File: config.mk
export PLATFORM = sky130hd
export DESIGN_NAME = axis_downsize_64_32
export DESIGN_NICKNAME = d
export VERILOG_FILES = /design/src/rtl/axis_pkg.sv /design/src/rtl/axis_downsize_64_32.sv
export SDC_FILE = /design/constraint.sdc
export NUM_CORES = 1
export LEC_CHECK = 0
export CAP_MARGIN = 20
export CORE_MARGIN = 8
export CORE_UTILIZATION = 33
export CTS_BUF_LIST = sky130_fd_sc_hd__clkbuf_4
export CTS_CLUSTER_SIZE = 28
export DETAILED_ROUTE_END_ITERATION = 10
export DONT_BUFFER_PORTS = 1
export PLACE_DENSITY = 0.58
export SLEW_MARGIN = 20
export SYNTH_ARGS = -nofsm -noshare
export SYNTH_HDL_FRONTEND = slang
export SYNTH_SLANG_ARGS = --single-unit
File: constraint.sdc
create_clock -name clk -period 5 [get_ports clk]
set_input_delay 1 -clock clk [delete_from_list [all_inputs] [get_ports clk]]
set_output_delay 1 -clock clk [all_outputs]
set_load 0.01 [all_outputs]
File: src/rtl/axis_pkg.sv
// Shared types and widths for the AXI4-Stream 64-to-32 downsizer.
// The state enum and half-beat geometry live here so the top and its bench agree.
package axis_pkg;

   typedef enum logic [1:0] {
      EMPTY,
      LO,
      HI
   } state_t;

   localparam int HALF_W      = 32;
   localparam int HALF_KEEP_W = 4;

endpackage

File: src/rtl/axis_downsize_64_32.sv
// Splits each 64-bit AXI4-Stream beat into two 32-bit beats, low half first.
// An all-zero upper keep nibble can suppress the upper beat; completed packets are counted.
module axis_downsize_64_32
   import axis_pkg::*;
#(
   parameter bit SKIP_EMPTY_HI = 1'b1,
   parameter int CNT_W         = 16
) (
   input  logic                         clk,
   input  logic                         reset,
   input  logic [2*HALF_W-1:0]          s_tdata,
   input  logic [2*HALF_KEEP_W-1:0]     s_tkeep,
   input  logic                         s_tlast,
   input  logic                         s_tvalid,
   output logic                         s_tready,
   output logic [HALF_W-1:0]            m_tdata,
   output logic [HALF_KEEP_W-1:0]       m_tkeep,
   output logic                         m_tlast,
   output logic                         m_tvalid,
   input  logic                         m_tready,
   output logic [CNT_W-1:0]             pkt_count
);

   state_t                        state;
   state_t                        state_nx;
   logic [2*HALF_W-1:0]           data_q;
   logic [2*HALF_KEEP_W-1:0]      keep_q;
   logic                          last_q;
   logic                          hi_needed;
   logic                          load;
   logic                          out_fire;

   assign hi_needed = (keep_q[2*HALF_KEEP_W-1:HALF_KEEP_W] != '0) || !SKIP_EMPTY_HI;
   assign out_fire  = m_tvalid && m_tready;

   // Output mux and next state; m_* are driven from registers only, so no s_* path reaches them.
   always_comb begin
      state_nx = state;
      load     = 1'b0;
      s_tready = 1'b0;
      m_tvalid = 1'b0;
      m_tdata  = '0;
      m_tkeep  = '0;
      m_tlast  = 1'b0;
      case (state)
         EMPTY: begin
            s_tready = !reset;
            if (s_tvalid && !reset) begin
               load     = 1'b1;
               state_nx = LO;
            end
         end
         LO: begin
            m_tvalid = 1'b1;
            m_tdata  = data_q[HALF_W-1:0];
            m_tkeep  = keep_q[HALF_KEEP_W-1:0];
            m_tlast  = last_q && !hi_needed;
            s_tready = m_tready && !hi_needed;
            if (m_tready) begin
               if (hi_needed) begin
                  state_nx = HI;
               end else if (s_tvalid) begin
                  load = 1'b1;
               end else begin
                  state_nx = EMPTY;
               end
            end
         end
         HI: begin
            m_tvalid = 1'b1;
            m_tdata  = data_q[2*HALF_W-1:HALF_W];
            m_tkeep  = keep_q[2*HALF_KEEP_W-1:HALF_KEEP_W];
            m_tlast  = last_q;
            s_tready = m_tready;
            if (m_tready) begin
               if (s_tvalid) begin
                  load     = 1'b1;
                  state_nx = LO;
               end else begin
                  state_nx = EMPTY;
               end
            end
         end
         default: begin
            state_nx = EMPTY;
         end
      endcase
   end

   always_ff @(posedge clk or posedge reset) begin
      if (reset) begin
         state  <= EMPTY;
         keep_q <= '0;
         last_q <= 1'b0;
      end else begin
         state <= state_nx;
         if (load) begin
            keep_q <= s_tkeep;
            last_q <= s_tlast;
         end
      end
   end

   // Payload is never reset; the mux forces zero on m_tdata while EMPTY.
   always_ff @(posedge clk) begin
      if (load) begin
         data_q <= s_tdata;
      end
   end

   always_ff @(posedge clk or posedge reset) begin
      if (reset) begin
         pkt_count <= '0;
      end else if (out_fire && m_tlast) begin
         pkt_count <= pkt_count + CNT_W'(1);
      end
   end

endmodule

After elaboration in Yosys (flattened, before gate mapping)
Index checks and enable logic that the tools add are counted.
- reduce and logical (&&, ||, !) cells: 11
- eq/ne operators: 6
- add/subtract/negate cells: 1
- muxes and demuxes: 18
- operators with widths (cell ; count):
    case mux 32 bit (2 select lines) ; 1
    adder 16 x 1 -> 16 bit, second input constant ; 1
    2-to-1 mux 2 bit ; 5
    case mux 4 bit (2 select lines) ; 1
    2-to-1 mux 1 bit ; 7
    != test 2 bit, second input constant ; 3
    case mux 1 bit (3 select lines) ; 2
    case mux 2 bit (3 select lines) ; 1
    logical AND 1 bit ; 5
    AND reduction 4 bit ; 1
    nonzero test 4 bit ; 1
    != test 3 bit, second input constant ; 1
    == test 2 x 1 -> 1 bit, second input constant ; 1
    == test 2 bit, second input constant ; 1
    zero test 1 bit ; 2
    zero test 2 bit ; 1
    case mux 1 bit (2 select lines) ; 1
    OR reduction 2 bit ; 1
- logic and storage cells: 41
- input port bits: 77
- register bits: 91
- output and inout port bits: 55

Logic depth before layout (Yosys ltp)
Gate-level depths: netlist (run 1).
- depth in word-level cells: 5
- mapped depth: 6
- depth with buffers taken out: 6

Least setup slack after synthesis (run 1)
Ideal clock, no wire load.
- path type: in2reg
- from: input port reset
- to: register keep_q[0]
- setup time: 0.075 ns
- arrival time: 4.214 ns
- required time: 4.925 ns
- path slack: 0.711 ns
- path buffers: 0
- stages: 4
- cells stage by stage: nor2b_1 a21oi_1 nor4_4 mux2_4
- word-level cells in the longest chain between the ends: 4
- ends and longest elaborated chain (what ; RTL line ; text):
    start, declared ; axis_downsize_64_32.sv:10 ; input logic reset,
    zero test 1 bit (no source line) ; n/a ;
    logical AND 1 bit ; axis_downsize_64_32.sv:48 ; if (s_tvalid && !reset) begin
    2-to-1 mux 1 bit ; axis_downsize_64_32.sv:48 ;
    case mux 1 bit (3 select lines) ; axis_downsize_64_32.sv:45 ; case (state)
    via load ; axis_downsize_64_32.sv:30 ; logic load;
    end signal, assigned ; axis_downsize_64_32.sv:98 ; keep_q <= s_tkeep;
    end, declared ; axis_downsize_64_32.sv:27 ; logic [2*HALF_KEEP_W-1:0] keep_q;
The timed path passes the listed nets, and every way through them passes these cells.
A chain may end at the register's enable or synchronous reset.

Final worst setup path (run 1)
- from: register state[1]
- to: output port s_tready
- word-level cells in the longest chain between the ends: 2
- elaborated cells on any way between the ends: 4
- those cells by class: 2 x eq/ne; 1 x mux; 1 x reduce/logical
- ends and longest elaborated chain (what ; RTL line ; text):
    start, declared ; axis_downsize_64_32.sv:24 ; state_t state;
    start signal, assigned ; axis_downsize_64_32.sv:96 ; state <= state_nx;
    == test 2 bit, or another cell as far along ; axis_downsize_64_32.sv:45 ;
    case mux 1 bit (3 select lines) * ; axis_downsize_64_32.sv:45 ;
    end, declared ; axis_downsize_64_32.sv:15 ; output logic s_tready,
Every way passes the cells marked *; elsewhere a longest branch is shown, timed or not.

==> results of run 1 <==
## registers in the layout, indices dropped and copies added, names as in the netlist
name and count:
state 2, pkt_count 16, last_q 1, keep_q 8, data_q 64
## synth_stat cells
master,n
a21o_1,1
a21oi_1,6
a22oi_1,36
and2_1,2
and3_1,3
and4_1,1
buf_1,4
clkbuf_1,10
dfrtp_1,27
edfxtp_1,64
ha_1,5
inv_1,6
mux2_2,2
mux2_4,9
mux2i_1,1
nand2_1,2
nand3_1,8
nand4_1,3
nor2_1,3
nor2b_1,37
nor3_1,5
nor3b_1,1
nor4_1,4
nor4_4,2
nor4b_1,1
o21ai_0,1
o21ai_1,1
or2_2,1
or3b_2,1
xnor2_1,6
xor2_1,9
## final cells by class
cell class,count,area (um2)
repair buffers,2,15.01
inverters,6,22.52
well taps,143,178.9
flip-flops and latches,91,2597
diodes,1,2.502
fillers,1084,7288
clock inverters,6,32.53
clock buffers,10,75.07
multi-input cells,151,1157
## metal layers
metal,share of wire [%],vias to the layer above
met5,0,-
met4,2.3,0
met3,12,14
met2,48,96
met1,38,1027
li1,-,975
## worst register-to-register path, delay by kind of cell (launching register included)
| family | cells | cell delay, ns |
|---|---|---|
| multiplexers | 1 | 0.43 |
| AND/OR/NAND/NOR | 2 | 0.39 |
| flip-flops | 1 | 0.44 |
| buffers and inverters | 2 | 0.85 |
| adder cells (fa/ha/maj) | 1 | 0.77 |
## worst paths after layout
check                           from         to  slack [ns]  depth (start not counted)
max in group asynchronous      reset  keep_q[7]        4.14                          1
setup reg to reg            state[0]  keep_q[3]        2.01                          6
hold / removal                 reset   state[0]        0.46                          1
hold reg to reg            keep_q[3]  keep_q[3]        0.53                          1
setup / recovery            state[1]   s_tready        1.57                          5
min in group clk           keep_q[3]  keep_q[3]        0.53                          1
## logic make-up after synthesis
| logic type | after synthesis | synth area share, % |
|---|---|---|
| DFF | 91 | 67.91 |
| and+or+nand+nor | 74 | 12.37 |
| AOI/OAI and AO/OA | 45 | 8.309 |
| buffers and inverters | 20 | 1.963 |
| xor gates and xnor gates | 15 | 3.435 |
| muxes | 12 | 4.383 |
| adders and majority gates | 5 | 1.636 |
## power groups by stage
stage,sequential (mW),clock [mW],combinational (mW)
after global placement,1.07,0,0.795
after floorplan,1.06,0,0.635
final,1.05,0.342,0.786
after global routing,1.07,0.390,0.876
after CTS,1.06,0.365,0.807
after detailed placement,1.07,0,0.809
## per-stage QoR
step	hold WS, ns	utilization [%]	worst slack, ns	cell area, um2
final	0.4611	35.90	1.570	4081
after global routing	0.4723	35.90	1.362	4081
after CTS	0.5377	35.88	1.474	4079
after detailed placement	0.5005	34.93	2.031	3971
after global placement	0.5003	34.93	2.089	3971
after floorplan	0.4826	-	0.7108	3825
==> results by group, run 1 <==
Routing
  • DR pass1 iterations: 4
  • DRT antenna net count: 0
  • DR vias/cell: 5.151
  • Drt first-iter violations: 129
  • DR DRC count: 0
  • Wire per inst: 20.77 um
  • Overall routed net length: 8517 um
  • Via count: 2112

STA
  • Max Clk Rate: 291.5 MHz
  • Setup Skew: 0.02028 ns
  • Final setup vio count: 0
  • RSZ-0062 raised after global routing: no
  • Setup TNS: 0 ns
  • Tcrit/Tclk final: 68.60%
  • Slew margin rel.: 35.77%
  • Final Max Slew Viols: 0
  • Fin crit period: 3.430 ns
  • Final hold vios: 0
  • Slew @ Worst Pin: 0.9635 ns

Floorplan
  • Core area: 11370 um2
  • I/O pin cnt: 132
  • Initial core utilization: 33.64%
  • Die Y: 123.7 um
  • Die Wd: 123.7 um
  • Die ar.: 15290 um2
  • Std-Cell Rows: 39

Finish
  • Most frequent cells in the layout: 64 x edfxtp_1, 37 x nor2b_1, 36 x a22oi_1
  • Finished Layout Cells: 410
  • Layout cells sized above 1: 12.78%
  • Nets@finish: 343
  • Most common cell after layout, fill and taps aside: edfxtp_1
  • Area delta synth->final: 6.706%

Power and ir drop
  • Reg power frac: 48.3%
  • Cell-internal power: 1.374 mW
  • Net Sw Frac: 37.05%
  • LEAKAGE: 1.439 nW
  • Sw power: 0.8085 mW
  • Clock power share: 15.7%
  • Power Density: 534.7 nW/um2
  • Maximum VDD drop: 0.0002645 V
  • Total Power: 2.182 mW
  • Comb power frac: 36.0%

GRT
  • Largest net degree at the start of global routing: 74
  • Total GRT Usage: 11.30%
  • Most Crowded Layer GR: met2
  • Grt met1 use: 12.28%
  • Number of global-route vias before repair: 2206
  • Met3 Usage GRT: 6.346%
  • Global route overflow: 0
  • GR Util met2: 17.34%
  • Initial antenna violation count: 1
  • Global-route wire length before repair: 12770 um

Worst setup path
  • Critical Path Source Type: flip-flop
  • Critical path arrival: 2.43 ns
  • Worst Setup End Kind: primary output
  • Cell chain of the critical path: inv_1 -> ha_2 -> a21o_1 -> a21oi_1 -> nor2_1
  • Worst EP required: 4.00 ns
  • CP max stage delay: 0.76 ns
  • CP Buf/Inv Count: 1
  • Top cell family by delay on the critical path: adder cells
  • Slowest CP cell: ha_2
  • Crit-path max FO: 40
  • Critical path type: reg -> out

CTS
  • # hold bufs at CTS: 0
  • Clk slew on worst S/H paths: 0.15 ns
  • Clock sink count: 91
  • Cts repair resizes: 0
  • Htree depth: 3
  • CTS tree: built
  • Clock latency on the worst-skew pair: 0.46 ns
  • CTS Buf Count: 9
  • Post-CTS Setup Inserts: 0
  • CTS root buffer: clkbuf_4
  • Maximum root-to-sink buffer count: 2

Logic synthesis
  • Top-area cell type share of the netlist area: 50.25%
  • Mapped Nets: 344
  • Yosys Warn Count: 0
  • Cell taking the most area after synthesis: edfxtp_1
  • Synthesized flop and latch total: 91
  • Distinct cells, synth: 31
  • Top cells by area, synth: edfxtp_1 50%, dfrtp_1 18%, a22oi_1 7.1%
  • Post-synthesis sequential area ratio: 67.91%
  • Avg Cell Area, Syn: 14.60 um2
  • Cells after Synth: 262
  • Syn Std Cell Area: 3825 um2

Placement
  • RePlAce Congestion: 0.7819
  • DP HPWL: 5732 um
  • IO buf count: 0
  • Placed Cells: 393

Status
  • Status: complete, no violations

Job
  • Max Cap Violations: 0

Worst hold path
  • Min-Delay Path Class: in -> async
Power figures use the tool's default switching activity.
==> inputs of run 2 (changes only) <==
--- a/config.mk
+++ b/config.mk
@@ -12,7 +12,7 @@
 export CTS_CLUSTER_SIZE = 28
 export DETAILED_ROUTE_END_ITERATION = 10
 export DONT_BUFFER_PORTS = 1
-export PLACE_DENSITY = 0.58
+export PLACE_DENSITY = 0.59
 export SLEW_MARGIN = 20
 export SYNTH_ARGS = -nofsm -noshare
 export SYNTH_HDL_FRONTEND = slang
==> constraint.sdc (replaced) <==
create_clock -name clk -period 3.1 [get_ports clk]
set_input_delay 0.62 -clock clk [delete_from_list [all_inputs] [get_ports clk]]
set_output_delay 0.62 -clock clk [all_outputs]
set_load 0.01 [all_outputs]
==> run 2 against run 1 <==
  * Via count up 2.6%
  * Routed wire length up 2.7%
  * Cell count up 0.73%
  * Sequential power up 62%
  * Critical path depth unchanged
  * Clock skew up 0.0049 ns
  * Clock power up 92%
  * First-iteration DRC count up 4.7%
  * Power up 71%
  * Setup slack worse by 1.1 ns
==> results by group, run 2 (synthesis results as in run 1) <==
CTS
  • CTS Buf Count: 9
  • # hold bufs at CTS: 1
  • CTS root buffer: clkbuf_4
  • Maximum root-to-sink buffer count: 2
  • Clock sink count: 91
  • Clock latency on the worst-skew pair: 0.47 ns
  • Htree depth: 3
  • Cts repair resizes: 0
  • Clk slew on worst S/H paths: 0.15 ns
  • CTS tree: built
  • Post-CTS Setup Inserts: 0

Finish
  • Largest regs: data_q (64), pkt_count (16), keep_q (8)
  • Max FFs per register: 64
  • Register Area: 2597 um2
  • Area delta synth->final: 9.781%
  • Final Util: 36.93%
  • Layout cells sized above 1: 14.81%
  • Ant diodes: 0
  • Most frequent cells in the layout: 64 x edfxtp_1, 36 x a22oi_1, 36 x nor2b_1
  • Most common cell after layout, fill and taps aside: edfxtp_1
  • Layout fillers: 1094
  • Biggest register: data_q
  • Nets@finish: 347
  • Area of the multi-input gates: 1181 um2

STA
  • Setup TNS: 0 ns
  • Max Clk Rate: 374.2 MHz
  • Tcrit/Tclk final: 86.19%
  • Hold WS: 0.2325 ns
  • Slew @ Worst Pin: 0.7856 ns
  • RSZ-0062 raised after global routing: no
  • Fin worst setup slack: 0.4280 ns
  • Final Max Slew Viols: 0
  • Final hold vios: 0
  • Final setup vio count: 0
  • Slew margin rel.: 47.63%
  • Setup Skew: 0.02515 ns
  • Fin crit period: 2.672 ns

Power and ir drop
  • LEAKAGE: 1.485 nW
  • Power Density: 886.8 nW/um2
  • Maximum VDD drop: 0.0004772 V
  • Total Power: 3.724 mW

Placement
  • IO buf count: 0
  • DP HPWL: 6085 um
  • Place WS: 0.6872 ns
  • RePlAce Congestion: 0.6752

Worst hold path
  • Depth of the worst hold-timing path: 0
  • Min-delay src: s_tdata[30]
  • Min-Delay Path Class: in -> reg

GRT
  • Global-route wire length before repair: 13070 um
  • Total GRT Usage: 11.73%
  • Largest net degree at the start of global routing: 74
  • Global route overflow: 0
  • Initial antenna violation count: 1
  • Number of global-route vias before repair: 2326

Worst setup path
  • Worst setup path end: s_tready
  • Critical path type: reg -> out
  • Flop2flop setup slack: 0.67 ns
  • Reg-to-reg critical path endpoint: keep_q[1]
  • Critical Path Source Type: flip-flop
  • Reg2Reg Depth: 6
  • Worst reg2reg path startpoint: state[1]
  • Cell chain of the critical path: inv_2 -> ha_2 -> a21o_1 -> a21oi_1 -> nor2_1
  • Crit path launch: state[0]
  • Worst Setup End Kind: primary output
  • Critical Path Stages: 5
  • CP Buf/Inv Count: 1
  • Worst EP required: 2.48 ns
  • CP max stage delay: 0.45 ns
  • Slowest CP cell: dfrtp_1
  • Top cell family by delay on the critical path: flip-flops
  • Critical path arrival: 2.05 ns
  • Crit-path max FO: 15

Routing
  • DR DRC count: 0
  • DRT antenna net count: 0
  • DR pass1 iterations: 4
  • DR vias/cell: 5.247
  • Via count: 2167
  • Overall routed net length: 8746 um
  • Wire per inst: 21.18 um
  • Drt first-iter violations: 135

Floorplan
  • Die Wd: 123.7 um
  • Initial core utilization: 33.64%
  • Die ar.: 15290 um2
  • Std-Cell Rows: 39
  • I/O pin cnt: 132
  • Core area: 11370 um2
  • Die Y: 123.7 um

Job
  • Max Cap Violations: 0

Status
  • Status: complete, no violations
run 2: worst min path at each step:
stage,slack [ns],endpoint
finish,0.23,data_q[30]
global route,0.18,data_q[30]
CTS,0.18,data_q[30]
detailed placement,0.39,state[1]
global placement,0.37,state[0]
floorplan,0.48,keep_q[3]
run 2: cell type report:
| class | instances | share of cell area, % |
|---|---|---|
| inverter | 6 | 0.5364 |
| timing repair buffer | 6 | 2.026 |
| clock buffer | 9 | 1.609 |
| sequential | 91 | 61.86 |
| tap | 143 | 4.261 |
| multi-input combinational | 151 | 28.13 |
| clock inverter | 7 | 1.579 |
run 2: per-layer routing:
layer  track usage, %  vias to the layer above  wire length [um]
li1                 -                      988                 -
met1            12.75                     1061              3450
met2            17.71                       99              4045
met3            7.298                       17              1070
met4            5.643                        2               165
met5                0                        -                13
run 2: stage by stage:
| stage | cell area (um2) | cells |
|---|---|---|
| after global routing | 4199 | 413 |
| final | 4199 | 413 |
| after floorplan | 3849 | 262 |
| after CTS | 4199 | 413 |
| after global placement | 4055 | 396 |
| after detailed placement | 4055 | 396 |
run 2: where the power goes:
group / total (mW) / internal (mW) / switching, mW / leakage (nW)
clock: 0.655 / 0.244 / 0.411 / 0.0695
combinational: 1.37 / 0.558 / 0.808 / 0.484
sequential: 1.70 / 1.57 / 0.132 / 0.931
